--- config.mk ---
export PLATFORM = sky130hd
export DESIGN_NAME = game_control_mp
export DESIGN_NICKNAME = d
export VERILOG_FILES = /design/src/rtl/game_control_mp.sv
export SDC_FILE = /design/constraint.sdc
export NUM_CORES = 1
export LEC_CHECK = 0
export CELL_PAD_IN_SITES_DETAIL_PLACEMENT = 0
export CELL_PAD_IN_SITES_GLOBAL_PLACEMENT = 1
export CORE_MARGIN = 1.5
export CORE_UTILIZATION = 37
export CTS_BUF_LIST = sky130_fd_sc_hd__clkbuf_16
export CTS_CLUSTER_DIAMETER = 80
export CTS_CLUSTER_SIZE = 14
export DETAILED_ROUTE_END_ITERATION = 16
export PLACE_DENSITY = 0.83
export REMOVE_ABC_BUFFERS = 1
export SLEW_MARGIN = 20
export SYNTH_ARGS = -nofsm -noshare
export SYNTH_HDL_FRONTEND = slang
export SYNTH_SLANG_ARGS = --single-unit
export TNS_END_PERCENT = 30
--- constraint.sdc ---
create_clock -name clk -period 2.3 [get_ports clk]
set_input_delay 0.46 -clock clk [delete_from_list [all_inputs] [get_ports clk]]
set_output_delay 0.46 -clock clk [all_outputs]
set_load 0.01 [all_outputs]
--- src/rtl/game_control_mp.sv ---
`default_nettype none
// ============================================================================
// Module   : game_control_mp
// Brief    : Multi-player game sequencer. Steps START -> ROLL -> CHOOSE -> END
//            on rising edges of a shared strobe, passes turns round-robin,
//            handles player elimination, a turn limit that ends in a draw,
//            and restart from END.
// Revision : 1.0 - initial release
// ============================================================================
module game_control_mp #(
    parameter int NUM_PLAYERS = 2,
    parameter int TURN_W      = 4,
    parameter int MAX_TURNS   = 15,
    parameter int PLAYER_W    = (NUM_PLAYERS > 1) ? $clog2(NUM_PLAYERS) : 1
) (
    input  logic                   clk,
    input  logic                   rst_n,
    input  logic                   pulse_i,
    input  logic [1:0]             choose_result,
    output logic                   pulse_o,
    output logic [1:0]             state,
    output logic [TURN_W-1:0]      turns,
    output logic [PLAYER_W-1:0]    player,
    output logic [NUM_PLAYERS-1:0] active,
    output logic                   won,
    output logic                   draw,
    output logic [PLAYER_W-1:0]    winner
);

    // State encoding doubles as the demux select on the state output.
    localparam logic [1:0] c_ST_START  = 2'b00;
    localparam logic [1:0] c_ST_ROLL   = 2'b01;
    localparam logic [1:0] c_ST_CHOOSE = 2'b10;
    localparam logic [1:0] c_ST_END    = 2'b11;

    localparam logic [1:0] c_RES_CONTINUE  = 2'b00;
    localparam logic [1:0] c_RES_ELIMINATE = 2'b01;
    localparam logic [1:0] c_RES_WON       = 2'b10;
    localparam logic [1:0] c_RES_PASS      = 2'b11;

    localparam logic [TURN_W-1:0]      c_MAX_TURNS = TURN_W'(MAX_TURNS);
    localparam logic [TURN_W-1:0]      c_TURN_ONE  = TURN_W'(1);
    localparam logic [NUM_PLAYERS-1:0] c_ALL_ON    = {NUM_PLAYERS{1'b1}};

    logic [1:0]             r_state;
    logic [1:0]             w_state_nx;
    logic                   r_pulse_q;
    logic                   r_pulse_o;
    logic [TURN_W-1:0]      r_turns,  w_turns_nx;
    logic [PLAYER_W-1:0]    r_player, w_player_nx;
    logic [NUM_PLAYERS-1:0] r_active, w_active_nx;
    logic                   r_won,    w_won_nx;
    logic                   r_draw,   w_draw_nx;
    logic [PLAYER_W-1:0]    r_winner, w_winner_nx;
    logic                   w_pulse_o_nx;

    logic                   w_ev;
    logic                   w_at_limit;
    logic [NUM_PLAYERS-1:0] w_active_elim;
    logic [NUM_PLAYERS-1:0] w_mask;
    logic [PLAYER_W-1:0]    w_next;
    logic                   w_found;
    logic [PLAYER_W-1:0]    w_idx;
    logic [3:0]             w_remain_cnt;
    logic [PLAYER_W-1:0]    w_remain_idx;

    assign w_ev       = pulse_i & ~r_pulse_q;
    assign w_at_limit = (r_turns == c_MAX_TURNS);

    // Survivor mask, survivor count and lowest survivor if the current player is removed.
    always_comb begin
        w_active_elim = r_active;
        w_remain_cnt  = 4'd0;
        w_remain_idx  = '0;
        for (int i = 0; i < NUM_PLAYERS; i++) begin
            if (PLAYER_W'(i) == r_player) begin
                w_active_elim[i] = 1'b0;
            end
        end
        for (int i = NUM_PLAYERS - 1; i >= 0; i--) begin
            if (w_active_elim[i]) begin
                w_remain_cnt = w_remain_cnt + 4'd1;
                w_remain_idx = PLAYER_W'(i);
            end
        end
    end

    // Round-robin search for the next active player after the current one.
    always_comb begin
        w_mask  = (choose_result == c_RES_ELIMINATE) ? w_active_elim : r_active;
        w_next  = r_player;
        w_found = 1'b0;
        w_idx   = '0;
        for (int k = 1; k <= NUM_PLAYERS; k++) begin
            w_idx = PLAYER_W'((int'(r_player) + k) % NUM_PLAYERS);
            if (!w_found && w_mask[w_idx]) begin
                w_next  = w_idx;
                w_found = 1'b1;
            end
        end
    end

    // Next-state and next-datapath decisions, one event per clock.
    always_comb begin
        w_state_nx  = r_state;
        w_turns_nx  = r_turns;
        w_player_nx = r_player;
        w_active_nx = r_active;
        w_won_nx    = r_won;
        w_draw_nx   = r_draw;
        w_winner_nx = r_winner;
        if (w_ev) begin
            case (r_state)
                c_ST_START: begin
                    w_state_nx  = c_ST_ROLL;
                    w_turns_nx  = c_TURN_ONE;
                    w_player_nx = '0;
                    w_active_nx = c_ALL_ON;
                    w_won_nx    = 1'b0;
                    w_draw_nx   = 1'b0;
                    w_winner_nx = '0;
                end
                c_ST_ROLL: begin
                    w_state_nx = c_ST_CHOOSE;
                end
                c_ST_CHOOSE: begin
                    case (choose_result)
                        c_RES_WON: begin
                            w_state_nx  = c_ST_END;
                            w_won_nx    = 1'b1;
                            w_winner_nx = r_player;
                        end
                        c_RES_CONTINUE: begin
                            if (w_at_limit) begin
                                w_state_nx = c_ST_END;
                                w_draw_nx  = 1'b1;
                            end else begin
                                w_state_nx = c_ST_ROLL;
                                w_turns_nx = r_turns + c_TURN_ONE;
                            end
                        end
                        c_RES_PASS: begin
                            if (w_at_limit) begin
                                w_state_nx = c_ST_END;
                                w_draw_nx  = 1'b1;
                            end else begin
                                w_state_nx  = c_ST_ROLL;
                                w_turns_nx  = r_turns + c_TURN_ONE;
                                w_player_nx = w_next;
                            end
                        end
                        default: begin
                            w_active_nx = w_active_elim;
                            if (w_remain_cnt == 4'd0) begin
                                w_state_nx = c_ST_END;
                            end else if (w_remain_cnt == 4'd1) begin
                                w_state_nx  = c_ST_END;
                                w_won_nx    = 1'b1;
                                w_winner_nx = w_remain_idx;
                            end else if (w_at_limit) begin
                                w_state_nx = c_ST_END;
                                w_draw_nx  = 1'b1;
                            end else begin
                                w_state_nx  = c_ST_ROLL;
                                w_turns_nx  = r_turns + c_TURN_ONE;
                                w_player_nx = w_next;
                            end
                        end
                    endcase
                end
                default: begin
                    // END: results stay visible until the next game starts.
                    w_state_nx = c_ST_START;
                end
            endcase
        end
        w_pulse_o_nx = (w_state_nx == c_ST_ROLL) && (r_state != c_ST_ROLL);
    end

    // State register.
    always_ff @(posedge clk or negedge rst_n) begin
        if (!rst_n) begin
            r_state <= c_ST_START;
        end else begin
            r_state <= w_state_nx;
        end
    end

    // Datapath registers: edge detector, turn bookkeeping and result flags.
    always_ff @(posedge clk or negedge rst_n) begin
        if (!rst_n) begin
            r_pulse_q <= 1'b0;
            r_pulse_o <= 1'b0;
            r_turns   <= '0;
            r_player  <= '0;
            r_active  <= c_ALL_ON;
            r_won     <= 1'b0;
            r_draw    <= 1'b0;
            r_winner  <= '0;
        end else begin
            r_pulse_q <= pulse_i;
            r_pulse_o <= w_pulse_o_nx;
            r_turns   <= w_turns_nx;
            r_player  <= w_player_nx;
            r_active  <= w_active_nx;
            r_won     <= w_won_nx;
            r_draw    <= w_draw_nx;
            r_winner  <= w_winner_nx;
        end
    end

    // Outputs are driven straight from registers.
    always_comb begin
        state   = r_state;
        pulse_o = r_pulse_o;
        turns   = r_turns;
        player  = r_player;
        active  = r_active;
        won     = r_won;
        draw    = r_draw;
        winner  = r_winner;
    end

endmodule
`default_nettype wire

==> out/results.tsv, run 1 <==
metric	value	unit
fin_cells	140	
die_w	50.3	µm
synth_top_family_by_area	simple AND/OR/NAND/NOR gates	
ctsResizeCount	0	
clock_sinks	14	
synth_cells	88	
postCtsSetupBuffers	0	
synth_cell_types	33	
antenna_found_initial	0	
synthSimpleGateAreaFrac	25.2	%
track_usage	17.6	%
async_reset_ff_share	100	%
first_global_vias	796	
die_area	2530	µm²
dp.cells	136	
netlist_area	828	µm²
core_area	2040	µm²
synth_edf_count	0	
post-dp-hpwl	1330	µm
cts_tree	done	
rows	16	
synth_ff_type	dfrtp_1	
critical_path.endpoint_type	register	
portBuffers	17	
htreeDepth	1	
fin_skew	1.26	ps
ant_nets	0	
hold_violations	0	
diodes	0	
powerDensity	1190	nW/µm²
drt_iter0_drc	14	
initial_utilization	40.6	%
drc	0	
crit_required	2480	ps
yosys.area_share.xor_xnor	0	%
synth_seq_cells	14	
grt.overflow.total	0	
grt_max_degree	18	
rsz0062_at_grt	false	
final_cell_mix	clkdlybuf4s50_1 (17), dfrtp_1 (12), nand2_1 (10)	
wirelength	1940	µm
hold_path.class	register to register	
yosysWarnings	0	
ctsHoldBuffers	0	
drtPass1Iterations	4	
viasPerCell	5.59	
synth_area_per_cell	9.41	µm²
mostFrequentLayoutCell	clkdlybuf4s50_1	
synthTopCellsByArea	dfrtp_1 (36%), ha_1 (7.6%), dfstp_2 (6.3%), nand3_1 (4.8%), nand2_1 (4.5%)	
min_period_over_period	90.4	%
cap_violations	0	
drive_gt1_share	15.0	%
gp_congestion	0.839	
fmax	0.481	GHz
chipHeight	50.3	µm
numCtsBuffers	3	
start_kind	input pin	
path_class	input pin to register	
worst-path-max-fanout	3	
critical_path_arrival	2260	ps
status	complete, no violations	
fin_crit	2080	ps
grt_pass1_wl	3360	µm
synth_top_area_share	36.3	%
area_growth	39.9	%
wl_per_cell	13.9	µm
seq_area_frac_synth	42.6	%
clk_pin_slew	50	ps
finalPower	1.38	mW
synth-adder-area-share	7.55	%
clock_latency	240	ps
synthMuxAreaShare	1.36	%
max_slew_margin	56.8	%
p_leak	0.496	nW
post-synth-top-area-cell	dfrtp_1	
final_nets	124	
root_buffer	clkbuf_16	
num_vias	782	
ir_worst_vdd	609	µV
rrSetupSlack	530	ps
min_path_cells	1	
cts_buffer_depth	2	
report.final.slew_viol_count	0	
setup_viol	0	
synth-compound-area-share	18.6	%
max_slew.worst_pin.slew	646	ps
ff2ff_path_depth	4	
io_pins	18	
-- cell type report --
type                            instances  area, µm²
Fill cell                             184        883
Clock inverter                          1       3.75
Timing Repair Buffer                   26        238
Multi-Input combinational cell         64        437
Inverter                                5       18.8
Clock buffer                            3       75.1
Sequential cell                        14        353
Tap cell                               27       33.8
-- cell usage after synthesis, drive strengths merged (2+ instances only) --
cell type	count
dfrtp	12
or3b	2
a21oi	4
nand2b	4
o211ai	3
inv	5
nor2b	2
nand2	10
nor3b	2
nand4b	2
nor2	4
dfstp	2
nand3	8
or4	2
a31oi	2
clkbuf	4
ha	5
-- sequential cells by signal, indices dropped and copies added (netlist names) --
register,flops
active,2
turns,4
draw,1
player,1
won,1
pulse_o,1
state,2
r_pulse_q,1
winner,1
-- metal layers --
| metal | share of wire [%] | GRT usage [%] | wire (µm) | up-vias |
|---|---|---|---|---|
| li1 | - | - | - | 377 |
| met1 | 47 | 21.4 | 905 | 380 |
| met2 | 48 | 28.3 | 923 | 19 |
| met3 | 4.0 | 4.76 | 78 | 6 |
| met4 | 1.7 | 9.46 | 33 | 0 |
| met5 | 0 | 0 | 0 | - |
-- report_power, final --
group	switching [mW]	internal [mW]	leakage (nW)
logic	0.260	0.317	0.290
clock network	0.103	0.230	0.0385
registers	0.122	0.347	0.167
-- worst paths after layout --
path                                       start        to
worst max-delay path            choose_result[0]  turns[3]
worst min-delay path                        draw      draw
worst max register to register          turns[0]  turns[3]
worst min register to register              draw      draw
max in group asynchronous                  rst_n   pulse_o
min in group asynchronous                  rst_n      draw
-- cell families after synthesis --
family                   Yosys count
AO/OA/AOI/OAI                     20
adder cells (fa/ha/maj)            5
buffers and inverters             10
AND/OR/NAND/NOR                   38
flip-flops                        14
multiplexers                       1
-- critical path, cell delays in order --
cell	delay, ps
clkdlybuf4s50_1	480
inv_1	70
ha_1	310
a311o_1	360
or4_1	500
nand3_1	90
-- stage by stage --
stage / hold WS, ps / setup WS [ps] / TNS, ps / cell area [µm²] / util (%)
floorplan: 164 / 420 / 0 / 808 / -
global placement: 476 / 10.8 / 0 / 1080 / 52.9
detailed placement: 483 / -16.8 / -16.8 / 1080 / 52.9
CTS: 493 / 225 / 0 / 1160 / 56.7
global route: 526 / 146 / 0 / 1160 / 56.7
finish: 496 / 220 / 0 / 1160 / 56.7
No activity file was read; power rests on OpenSTA's default activity.
==> run 2, diff against run 1 <==
- MAX_ROUTING_LAYER: unset -> met4
==> out/results.tsv, run 2 (synthesis gave the netlist of run 1 again) <==
metric	value	unit	change
drt_iter0_drc	14		unchanged
p_clk_share	24.2	%	about the same
report.final.slew_viol_count	0		unchanged
slowest_stage	or4_1		
cp_num_buf_inv	2		unchanged
htreeDepth	1		unchanged
area_growth	39.9	%	unchanged
cap_violations	0		unchanged
mostFrequentLayoutCell	clkdlybuf4s50_1		
gp_congestion	0.852		+1.5%
grt.overflow.total	0		unchanged
numCtsBuffers	3		unchanged
setup-tns-final	0	ps	unchanged
status	complete, no violations		
postCtsSetupBuffers	0		unchanged
diodes	0		unchanged
fin_skew	1.31	ps	+0.0473 ps
critPathMaxStageDelay	500	ps	about the same
ant_nets	0		unchanged
io_pins	18		unchanged
drtPass1Iterations	4		unchanged
clock_sinks	14		unchanged
final_util	56.7	%	unchanged
grt_max_degree	18		unchanged
final_nets	124		unchanged
num_vias	782		unchanged
grt_pass1_wl	3360	µm	unchanged
hold_violations	0		unchanged
rrSetupSlack	530	ps	about the same
p_sw	485	µW	about the same
antenna_found_initial	0		unchanged
worst-path-max-fanout	3		unchanged
p_leak	0.496	nW	unchanged
cts_buffer_depth	2		unchanged
start_kind	input pin		
chipHeight	50.3	µm	unchanged
hold_path.class	register to register		
clk_pin_slew	50	ps	about the same
internal-power	894	µW	about the same
r2r_start	turns[0]		
path_class	input pin to register		
ir_worst_vdd	609	µV	about the same
fin_crit	2080	ps	-0.00200 ps
final_cell_mix	clkdlybuf4s50_1 (17), dfrtp_1 (12), nand2_1 (10)		
largest_reg_flops	4		unchanged
critical_path.endpoint_type	register		
whs	496	ps	unchanged
die_w	50.3	µm	unchanged
crit_required	2480	ps	about the same
switching_share	35.2	%	about the same
cts_tree	done		
seqPwrFrac	34.0	%	about the same
max_slew_margin	56.8	%	unchanged
core_area	2040	µm²	unchanged
min_period_over_period	90.4	%	about the same
powerDensity	1190	nW/µm²	about the same
worstPathCellList	clkdlybuf4s50_1 -> inv_1 -> ha_1 -> a311o_1 -> or4_1 -> nand3_1		
crit_start	choose_result[0]		
max_slew.worst_pin.slew	646	ps	unchanged
first_global_vias	796		unchanged
critPathTopFamily	simple AND/OR/NAND/NOR gates		
wl_per_cell	13.9	µm	unchanged
viasPerCell	5.59		unchanged
die_area	2530	µm²	unchanged
drive_gt1_share	15.0	%	unchanged
ctsHoldBuffers	0		unchanged
worstHoldStart	draw		
post-dp-hpwl	1330	µm	unchanged
ctsResizeCount	0		unchanged
wirelength	1940	µm	unchanged
root_buffer	clkbuf_16		
portBuffers	17		unchanged
initial_utilization	40.6	%	unchanged
fillers	184		unchanged
fmax	0.481	GHz	unchanged
setup_viol	0		unchanged
comb_power_share	41.8	%	about the same
critical_path_arrival	2260	ps	about the same
drc	0		unchanged
rows	16		unchanged
track_usage	18.1	%	+0.48 points
clock_latency	240	ps	about the same
rsz0062_at_grt	false		
run 2: final timing paths:
path | to | cells past startpoint
setup reg to reg | turns[3] | 4
max in group asynchronous | pulse_o | 1
hold reg to reg | draw | 1
hold / removal | draw | 1
min in group asynchronous | draw | 1
setup / recovery | turns[3] | 6
run 2: cell type report:
class                           instances  area, µm²  area share, %
Clock buffer                            3       75.1           6.48
Clock inverter                          1       3.75          0.324
Inverter                                5       18.8           1.62
Multi-Input combinational cell         64        437           37.7
Sequential cell                        14        353           30.5
Tap cell                               27       33.8           2.92
Timing Repair Buffer                   26        238           20.5
run 2: layer usage:
metal,global-route usage [%],up-vias,routed length (µm)
li1,-,377,-
met1,21.6,380,911
met2,28.3,19,923
met3,4.46,6,72
met4,9.46,0,33
met5,-,-,0
run 2: through the flow:
stage	setup slack, ps	std cells	area [µm²]	power [mW]
2_1_floorplan	420	83	808	0.746
3_3_place_gp	10.8	136	1080	1.03
3_5_place_dp	-16.8	136	1080	1.04
4_1_cts	225	140	1160	1.38
5_1_grt	146	140	1160	1.47
6_report	220	140	1160	1.38
run 2: power groups by stage:
stage	Sequential [mW]	Clock, mW	Combinational, mW
5_1_grt	0.488	0.349	0.631
3_5_place_dp	0.468	0	0.569
3_3_place_gp	0.467	0	0.565
2_1_floorplan	0.511	0	0.234
6_report	0.469	0.333	0.576
4_1_cts	0.467	0.336	0.577
==> run 3, diff against run 2 <==
- ABC_AREA: unset -> 1
- CELL_PAD_IN_SITES_DETAIL_PLACEMENT: 0 -> unset
- CELL_PAD_IN_SITES_GLOBAL_PLACEMENT: 1 -> unset
- CORE_UTILIZATION: 37 -> 49
- CTS_CLUSTER_DIAMETER: 80 -> 120
==> out/results.tsv, run 3 <==
metric	value	unit	change
root_buffer	clkbuf_16		
met3WireLength	53	µm	-26%
final_util	67.5	%	+11 points
min_period_over_period	81.2	%	-9.3 points
path_class	input pin to register		
worstHoldStart	won		
setup_viol	0		unchanged
fin_crit	1870	ps	-213 ps
hold_violations	0		unchanged
regArea	353	µm²	unchanged
synthTopCellsByArea	dfrtp_1 (34%), nand2_1 (13%), ha_1 (7.2%), dfstp_2 (6.0%), inv_1 (5.6%)		
final_nets	148		+19%
drc	0		unchanged
slowest_stage	clkdlybuf4s50_1		
min_path_cells	2		+1
final_cell_mix	nand2_1 (31), clkdlybuf4s50_1 (17), inv_1 (14)		
reg2reg_to	turns[2]		
hold_path.class	register to register		
critPathMaxStageDelay	510	ps	about the same
multi_input_area	464	µm²	+6.3%
wl_met2	833	µm	-9.8%
core_area	1710	µm²	-16%
report.final.slew_viol_count	0		unchanged
cts_buffer_depth	2		unchanged
drt_iter0_drc	33		+19
viasPerCell	5.02		-10%
critPathTopFamily	buffers and inverters		
max_slew_margin	57.3	%	+0.52 points
cts_tree	done		
holdPathEnd	won		
ctsHoldBuffers	0		unchanged
drive_gt1_share	16.1	%	+1.0 points
start_kind	input pin		
critical_path_arrival	2040	ps	-220 ps
powerDensity	979	nW/µm²	-18%
ctsResizeCount	0		unchanged
r2r_start	turns[0]		
die_w	45.2	µm	-10%
clock_latency	240	ps	about the same
gp_congestion	0.848		-0.41%
post-synth-top-area-cell	dfrtp_1		
clock_sinks	14		unchanged
area_growth	32.1	%	
status	complete, no violations		
track_usage	21.4	%	+3.3 points
fin_skew	1.71	ps	+0.406 ps
pre_cts_slack	187	ps	+204 ps
mostFrequentLayoutCell	nand2_1		
first_global_vias	738		-7.3%
die_area	2040	µm²	-19%
worstPathCellList	clkdlybuf4s50_1 -> inv_1 -> ha_1 -> o21ai_1 -> nand3_2 -> nand2_2 -> nand2_1 -> nand2_1		
synth_cell_types	18		-45%
p_leak	0.559	nW	+13%
ff2ff_path_depth	6		+2
clk_pin_slew	50	ps	about the same
synth_common_cells	nand2_1 (31), inv_1 (13), nor2_1 (13)		
cap_violations	0		unchanged
finalPower	1.13	mW	-18%
initial_utilization	51.1	%	+11 points
path_common_cell	nand2_1		
antenna_found_initial	0		unchanged
drtPass1Iterations	4		unchanged
rsz0062_at_grt	false		
chipHeight	45.2	µm	-10%
io_pins	18		unchanged
yosysWarnings	0		unchanged
seq_area_frac_synth	40.4	%	-2.2 points
wl_per_cell	11.1	µm	-20%
wl_met1	909	µm	-0.22%
grt.overflow.total	0		unchanged
netlist_area	873	µm²	+5.4%
portBuffers	17		unchanged
htreeDepth	1		unchanged
synth_edf_count	0		unchanged
synth_seq_cells	14		unchanged
ant_nets	0		unchanged
synth_cells	116		+32%
grt_max_degree	15		-3
synth_area_per_cell	7.53	µm²	-20%
numCtsBuffers	3		unchanged
setup-tns-final	0	ps	unchanged
max_slew.worst_pin.slew	638	ps	-7.73 ps
critical_path.endpoint_type	register		
async_reset_ff_share	100	%	unchanged
wirelength	1800	µm	-7.4%
cp_num_buf_inv	2		unchanged
diodes	0		unchanged
fmax	0.536	GHz	+11%
largest_reg_flops	4		unchanged
synth_ff_type	dfrtp_1		
fillers	142		-23%
ir_worst_vdd	507	µV	-17%
top_layer	met3		
crit_required	2480	ps	about the same
grt_pass1_wl	3100	µm	-7.8%
postCtsSetupBuffers	0		unchanged
rows	15		-1
post-dp-hpwl	1370	µm	+2.9%
worst-path-max-fanout	5		+2
synth_top_area_share	34.4	%	-1.9 points
num_vias	813		+4.0%
fin_ws	434	ps	+213 ps
rrSetupSlack	990	ps	+460 ps
synth.most_common_cell	nand2_1		
==> run 3: cell count changes in the layout (fill, tap and decap cells not counted), sizes merged, moves of 4 or more <==
cell | previous run | this run
nand2b | 4 | 0
inv | 5 | 16
buf | 9 | 0
nand4 | 0 | 4
nor2 | 4 | 20
o21ai | 1 | 5
nand2 | 10 | 37
==> run 3: metal layers <==
layer	GRT usage (%)	vias up
met4	7.65	0
li1	-	416
met2	32.3	21
met3	3.60	0
met1	28.9	376
met5	-	-
==> run 3: stage by stage <==
| stage | cells | cell area (µm²) | hold WS, ps |
|---|---|---|---|
| 3_3_place_gp | 158 | 1070 | 464 |
| 6_report | 162 | 1150 | 478 |
| 3_5_place_dp | 158 | 1070 | 474 |
| 4_1_cts | 162 | 1150 | 486 |
| 2_1_floorplan | 116 | 873 | 164 |
| 5_1_grt | 162 | 1150 | 507 |
==> run 3: cells by family (layout without fill, tap and decap cells) <==
logic type      count (synthesis)  after routing  synth area share [%]
xor+xnor                        1              1                  1.00
buf+inv                        15             36                  6.45
simple gates                   70             70                  38.7
flops                          14             14                  40.4
compound gates                 11             11                  6.30
fa+ha+maj                       5              5                  7.16
==> run 3: layout make-up <==
class	count	area share [%]
Sequential cell	14	30.6
Inverter	15	4.88
Timing Repair Buffer	17	14.8
Tap cell	25	2.71
Clock inverter	1	0.325
Clock buffer	3	6.51
Multi-Input combinational cell	87	40.2
==> run 3: power by group <==
part           switching [mW]  total (mW)  internal [mW]
clock network          0.0924       0.321          0.229
logic                   0.203       0.403          0.200
registers              0.0801       0.404          0.324
==> run 3: how the worst max path moves through the flow <==
stage,start,end,slack (ps),cells after the start
after global placement,choose_result[0],turns[3],290,7
after detailed placement,choose_result[0],turns[2],190,8
after floorplan,choose_result[0],turns[0],880,6
after global routing,choose_result[0],turns[2],310,8
final,choose_result[0],turns[2],430,8
after CTS,choose_result[0],turns[2],430,8
==> run 3: tightest hold or removal path, cell delays in order, from the launching register on <==
cell and delay (ps):
dfrtp_1 340, nand2_1 50, nand2_1 50
